$ cat config.mk
export PLATFORM = sky130hd
export DESIGN_NAME = sd_dumper
export DESIGN_NICKNAME = d
export VERILOG_FILES = /design/src/rtl/sd_dumper.sv
export SDC_FILE = /design/constraint.sdc
export NUM_CORES = 2
export LEC_CHECK = 0
export BUFFER_PORTS_ARGS = -buffer_cell sky130_fd_sc_hd__buf_2
export CAP_MARGIN = 20
export CORE_MARGIN = 2
export CORE_UTILIZATION = 30
export DETAILED_ROUTE_END_ITERATION = 8
export PLACE_DENSITY_LB_ADDON = 0.08
export SYNTH_ARGS = -nofsm -noshare
export SYNTH_HDL_FRONTEND = slang
export SYNTH_SLANG_ARGS = --single-unit
export TNS_END_PERCENT = 20
$ cat constraint.sdc
create_clock -name clk27mhz -period 6.2 [get_ports clk27mhz]
set_clock_uncertainty 0.2 [all_clocks]
set_input_delay 1.55 -clock clk27mhz [delete_from_list [all_inputs] [get_ports clk27mhz]]
set_output_delay 1.55 -clock clk27mhz [all_outputs]
set_load 0.005 [all_outputs]
$ cat src/rtl/sd_dumper.sv
// sd_dumper: packs DUMP_WORDS memory words into SD sectors and streams them to sd_writer.
// Define SD_DUMP_CHKSUM_EN to add a wrapping sum of all fetched words on chksum.
module sd_dumper #(
    parameter int unsigned SECTOR_BYTES = 512,
    parameter int unsigned DUMP_WORDS   = 1024,
    parameter logic [31:0] BASE_ADDR    = 32'h0
) (
    input  logic        clk27mhz,
    input  logic        reset,
    input  logic        start,
    input  logic [31:0] start_sector,
    output logic        mem_req,
    output logic [31:0] mem_addr,
    input  logic        mem_ack,
    input  logic [31:0] mem_data,
    output logic        wstart,
    output logic [31:0] wsector,
    input  logic        wbusy,
    input  logic        inreq,
    output logic [7:0]  inbyte,
    input  logic        wdone,
    output logic        busy,
    output logic        done,
    output logic        err,
    output logic [31:0] chksum
);
    localparam int unsigned SW = SECTOR_BYTES / 4;
    localparam int AW = SW > 1 ? $clog2(SW) : 1;
    localparam int FW = $clog2(SW + 1);
    localparam int BW = $clog2(SECTOR_BYTES + 1);
    localparam logic [2:0] S_IDLE   = 3'd0;
    localparam logic [2:0] S_FILL   = 3'd1;
    localparam logic [2:0] S_PAD    = 3'd2;
    localparam logic [2:0] S_WAIT   = 3'd3;
    localparam logic [2:0] S_STREAM = 3'd4;
    localparam logic [2:0] S_NEXT   = 3'd5;
    localparam logic [2:0] S_FIN    = 3'd6;

    logic [2:0]    state;
    logic [31:0]   word_cnt;
    logic [FW-1:0] fill_idx;
    logic [BW-1:0] byte_idx;
    logic [31:0]   sector_ram [SW];
    logic [31:0]   rd_word;
    logic          ack, pad_wr, fill_last, at_end;

    assign ack       = state == S_FILL && mem_req && mem_ack;
    assign pad_wr    = state == S_PAD && fill_idx != FW'(SW);
    assign fill_last = fill_idx == FW'(SW - 1) || word_cnt + 32'd1 == DUMP_WORDS;
    assign at_end    = byte_idx == BW'(SECTOR_BYTES);

    always_ff @(posedge clk27mhz)
        if (ack || pad_wr) sector_ram[fill_idx[AW-1:0]] <= ack ? mem_data : 32'h0;

    // Past the end of the sector the writer gets zero fill instead of stale buffer data.
    assign rd_word = sector_ram[byte_idx[AW+1:2]];
    assign inbyte  = (state == S_STREAM && !at_end) ? rd_word[{byte_idx[1:0], 3'b000} +: 8] : 8'h00;

    always_ff @(posedge clk27mhz or posedge reset) begin
        if (reset) begin
            state    <= S_IDLE;
            mem_req  <= 1'b0;
            mem_addr <= 32'h0;
            wstart   <= 1'b0;
            wsector  <= 32'h0;
            busy     <= 1'b0;
            done     <= 1'b0;
            err      <= 1'b0;
            word_cnt <= 32'h0;
            fill_idx <= '0;
            byte_idx <= '0;
        end else begin
            wstart <= 1'b0;
            case (state)
                S_IDLE: if (start) begin
                    wsector  <= start_sector;
                    busy     <= 1'b1;
                    done     <= 1'b0;
                    err      <= 1'b0;
                    word_cnt <= 32'h0;
                    fill_idx <= '0;
                    mem_req  <= DUMP_WORDS != 0;
                    mem_addr <= BASE_ADDR;
                    state    <= DUMP_WORDS != 0 ? S_FILL : S_FIN;
                end
                S_FILL: if (ack) begin
                    mem_req  <= 1'b0;
                    word_cnt <= word_cnt + 32'd1;
                    fill_idx <= fill_idx + 1'b1;
                    state    <= fill_last ? S_PAD : S_FILL;
                end else if (!mem_req) begin
                    mem_req  <= 1'b1;
                    mem_addr <= BASE_ADDR + {word_cnt[29:0], 2'b00};
                end
                S_PAD: if (fill_idx == FW'(SW)) state <= S_WAIT;
                       else fill_idx <= fill_idx + 1'b1;
                S_WAIT: if (!wbusy) begin
                    wstart   <= 1'b1;
                    byte_idx <= '0;
                    state    <= S_STREAM;
                end
                S_STREAM: if (wdone) begin
                    err   <= err | !at_end;
                    state <= S_NEXT;
                end else if (inreq && !at_end) byte_idx <= byte_idx + 1'b1;
                S_NEXT: begin
                    wsector  <= wsector + 32'd1;
                    fill_idx <= '0;
                    state    <= word_cnt < DUMP_WORDS ? S_FILL : S_FIN;
                end
                S_FIN: begin
                    busy  <= 1'b0;
                    done  <= 1'b1;
                    state <= S_IDLE;
                end
                default: state <= S_IDLE;
            endcase
        end
    end

`ifdef SD_DUMP_CHKSUM_EN
    always_ff @(posedge clk27mhz or posedge reset)
        if (reset) chksum <= 32'h0;
        else if (state == S_IDLE && start) chksum <= 32'h0;
        else if (ack) chksum <= chksum + mem_data;
`else
    assign chksum = 32'h0;
`endif
endmodule

# Yosys cells after proc, flatten, opt, wreduce, memory -nomap -nowiden

Memory sizes are Yosys's and may differ from the RTL's.
Cells that the tools add are included.
W data, S select, Z words.

Bits in registers: 122
Bits in latches: 0
RAM bits: 4096
Memory bits (read-only): 0
Bits of input ports: 71
Output and inout port bits: 109
Logic and storage cells: 102
Memories: 1

Memory list:

| memory     | depth | width | read ports | clocked after Yosys merged registers in | wr ports | RTL line | RTL |
|---|---|---|---|---|---|---|---|
| sector_ram | 128   | 32    | 1          | 0                                       | 1        | 43       | `logic [31:0] sector_ram [SW];` |

Add/subtract/negate cells: 4
$mul: 0
Div/mod/pow operators: 0
Magnitude comparators: 1
Equal/unequal tests: 21
Shift operators: 1
Muxes and demuxes: 38
Bitwise gates (word level): 1
Reductions and logical operators: 24

Operators by type and width:

| operator                | count |
|---|---|
| $mux W32                | 6 |
| $pmux W32 S2            | 3 |
| $add A32 B1 Y32 const B | 2 |
| $eq A32 B11 Y1 const B  | 1 |
| $lt A32 B11 Y1 const B  | 1 |
| $mux W8                 | 4 |
| $pmux W8 S4             | 1 |
| $shiftx A32 B6 Y8       | 1 |
| $mux W10                | 3 |
| $pmux W10 S2            | 1 |
| $mux W3                 | 6 |
| $pmux W3 S6             | 1 |
| $ne A2 B2 Y1 const B    | 8 |
| $reduce_and A4 Y1       | 3 |
| $add A10 B1 Y10 const B | 1 |
| $eq A10 B10 Y1 const B  | 1 |
| $reduce_bool A2 Y1      | 5 |
| $eq A3 B3 Y1 const B    | 3 |
| $add A8 B1 Y8 const B   | 1 |
| $eq A8 B7 Y1 const B    | 1 |
| $eq A8 B8 Y1 const B    | 1 |
| $mux W1                 | 8 |
| $ne A8 B8 Y1 const B    | 1 |
| $pmux W1 S2             | 4 |
| other kinds (13)        | 23 |

# Depth between registers and ports, before layout

Depth in word-level cells: 6
Depth in mapped cells: 15
Mapped depth without buffers: 10

# Least setup slack after synthesis

OpenSTA, ideal clock, no wires.

Path kind: input -> register
From: input port start
To: memory sector_ram[89][0], enable pin
Setup time: 0.513 ns
Arrival time: 6.116 ns
Required time: 5.487 ns
Slack: -0.629 ns
Stages on the path: 8
Buffers on the path: 1
Cell sequence: nand2b_1 > nor2_1 > a21oi_1 > o32a_1 > buf_2 > or2_2 > nor2_1 > nor4b_1

RTL lines:

| what               | RTL line | RTL |
|---|---|---|
| start: declaration | 10       | `input logic start,` |
| end: declaration   | 43       |  |

# Worst setup path after layout

From: register byte_idx[2]
To: output port inbyte[4]

Cells in the longest elaborated chain, start to end: 4
Elaborated cells between the ends (all ways): 6
Those cells by class: eq/ne (1); shift (1); mux (1); reduce/logical (2); memory (1)

RTL lines:

| what                                                                     | RTL line | RTL |
|---|---|---|
| start: declaration                                                       | 42       | `logic [BW-1:0] byte_idx;` |
| start signal: assignment                                                 | 105      | `end else if (inreq && !at_end) byte_idx <= byte_idx + 1'b1;` |
| parallel branches: the longest is 3 deep, another holds $mem_v2 Z128 W32 | n/a      |  |
| $mux W8 *                                                                | 57       | `assign inbyte = (state == S_STREAM && !at_end) ? rd_word[{byte_idx[1:0], 3'b000} +: 8] : 8'h00;` |
| end: declaration                                                         | 20       | `output logic [7:0] inbyte,` |

Mark *: on every way between the ends.

==> flow_summary.toml <==
[power]
p_sw_w = 0.01570
power.leakage_nw = 61.76
p_int_w = 0.04970
switching_share_pct = 24.01
seq_power_share_pct = 51.4
power.share.combinational_pct = 6.9
power_frac_clock_pct = 41.7
power_per_cell_area_nw_per_um2 = 332.3
ir_worst_vdd_mv = 0.2540

[drt]
via_count = 84090
firstDrtPassIters = 7
wl_um = 582900
ant_nets = 0
wl_per_cell_um = 36.22
drt-initial-drc-count = 9251
drc = 0
via_per_inst = 5.225

[hold_path]
hp-class = "reg -> reg"
min_from = "err"
holdPathEnd = "err"
hold_depth = 2

[logic_synthesis]
synthFlopType = "edfxtp_1"
seq_area_frac_synth_pct = 76.63
yosysTopAreaCell = "edfxtp_1"
yosysUniqueCellTypes = 83
synth_area_leaders = "edfxtp_1 75%, mux4_2 14%, dfrtp_1 1.8%"
yosys_warnings = 0
synth_most_common_cell = "edfxtp_1"
async_flop_share_pct = 2.846
synth_common_cells = "4096 x edfxtp_1, 1039 x mux4_2, 315 x nand2_1"
syn_avg_cell_area_um2 = 21.72
syn_inst = 7570
synth_area_um2 = 164400
synth_edf_count = 4096
synth.top_cell.area_share_pct = 74.80
synth_seq_cells = 4216

[floorplan]
ioPinCount = 180
die_w_um = 744.3
dieArea_um2 = 554000
die_y_um = 744.3
core_um2 = 545200
initial_core_util_pct = 30.16
num_rows = 271

[grt]
antenna_found_initial = 49
grt_usage_pct = 20.65
grt_pass1_wl_um = 781900
grt_pass1_vias = 86300
overflow = 0
grt_max_degree = 129

[timing]
fmax_mhz = 148.1
setup-tns-final_ps = -3642
rsz0062_at_grt = "yes"
fin_crit_ps = 6750
fin_ws_ps = -550.1
setup_viol = 8
final_max_slew_viol_count = 0
period_share_pct = 108.9
hold_viol = 0
worst_pin_slew_ps = 1135
slew_headroom_pct = 24.18

[run_status]
failed_checks = "negative setup slack"
run_status = "finished with violations"

[setup_path]
cp.required_ps = 4450
reg2reg_to = "sector_ram[1][23]"
start_kind = "flip-flop"
path_class = "reg -> out"
worstPathMaxFanout = 7
reg2reg_depth = 11
crit_arrival_ps = 5000
rr_startpoint = "fill_idx[0]"
end_kind = "output pin"
rrSetupSlack_ps = 980

[cts]
cts_buffers = 468
cts_num_sinks = 4216
htreeDepth = 5
cts_tree = "done"
ctsHoldBuffers = 0
clk_latency_ps = 1040
cts_root_buf = "clkbuf_16"
path_clk_slew_ps = 60
cts_max_path_buffers = 4

[job]
drv_cap = 0

[placed_design]
hpwl_um = 339400
dp_slack_ps = -598.8
globalplace.congestion = 0.8011
dp_cells = 15130
port_buffers = 145

[layout]
fin_nets = 8526
layout-drive-gt1-share_pct = 32.37
fin_cells = 16090
area_delta_synth_final_pct = 19.70
routing by layer:
layer	routed length, um	track usage, %	up-vias
li1	-	-	33720
met1	259300	29.13	47310
met2	282800	34.34	2424
met3	26610	2.448	641
met4	14060	4.595	4
met5	33	0	-
cell usage in the layout, fill, tap and decap left out, types with 34 or more instances in the layout:
cell type     n
a21oi_1     100
o21ai_0     140
nand3_1      58
buf_12      202
buf_4       417
clkinv_1    127
edfxtp_1   4096
conb_1       34
buf_6        37
mux4_2     1039
mux2i_1     226
dfrtp_1     113
buf_2       145
a22oi_1      50
o221ai_1     54
clkbuf_1     95
nor2_4      130
bufinv_16    37
clkinv_2     91
clkbuf_16   477
nand2_1     310
nor2_1      135
worst max-delay path: stages, from the launching register on:
cell and delay, ps:
dfrtp_4 440, buf_12 140, buf_12 150, buf_12 180, buf_16 150, mux4_2 510
mux4_2 630, nand2_1 130, nand4_1 510, nand4_1 310, nand4_1 340, buf_6 270
buf_6 120
power groups by stage:
stage	clock (W)	combinational (W)	sequential, W
CTS	0.0280	0.00465	0.0336
global placement	0	0.00447	0.0342
detailed placement	0	0.00465	0.0342
floorplan	0	0.00169	0.0344
finish	0.0273	0.00451	0.0336
global route	0.0290	0.00484	0.0336
through the flow:
step / util (%) / power, W / instance area, um^2 / hold WS, ps
finish: 36.10 / 0.06541 / 196800 / 305.6
global route: 36.09 / 0.06745 / 196800 / 334.8
CTS: 35.97 / 0.06621 / 196100 / 304.6
detailed placement: 32.95 / 0.03886 / 179700 / 296.0
global placement: 32.95 / 0.03866 / 179600 / 280.0
floorplan: - / 0.03605 / 164600 / 283.0
sequential cells by signal, indices dropped and copies added, names as in the netlist:
register and cells:
sector_ram 4096, word_cnt 32, wsector 32, mem_addr 30, byte_idx 10, fill_idx 8, state 3, busy 1
done 1, err 1, mem_req 1, wstart 1
cell families after synthesis:
group,share of synthesized area (%)
muxes,16.10
adders and majority gates,0.04565
xor gates and xnor gates,0.1278
DFF,76.63
AOI/OAI and AO/OA,2.724
buffers and inverters,2.039
and+or+nand+nor,2.328
other,0.002281
worst max-delay path by stage:
stage	to	slack (ps)	start
6_report	inbyte[4]	-550	byte_idx[2]
5_1_grt	inbyte[5]	-520	byte_idx[2]
4_1_cts	inbyte[4]	-610	byte_idx[2]
3_5_place_dp	inbyte[2]	-600	byte_idx[2]
3_3_place_gp	inbyte[2]	-910	byte_idx[2]
2_1_floorplan	sector_ram[91][0]	-130	start
cell type report:
class	count	area, um^2
multi-input combinational	2892	37070
sequential	4216	126000
antenna	15	37.54
clock buffer	574	12260
clock inverter	292	2659
inverter	21	111.4
fill	50250	348400
tap	7234	9051
timing repair buffer	850	9610
repair_timing:
action	4_1_cts	5_1_grt
gates resized for setup	145	80
buffers inserted	36	27
gates cloned	14	5
pin swaps	14	26
endpoints found under the setup margin	8	8
No activity file was read; power rests on OpenSTA's default activity.
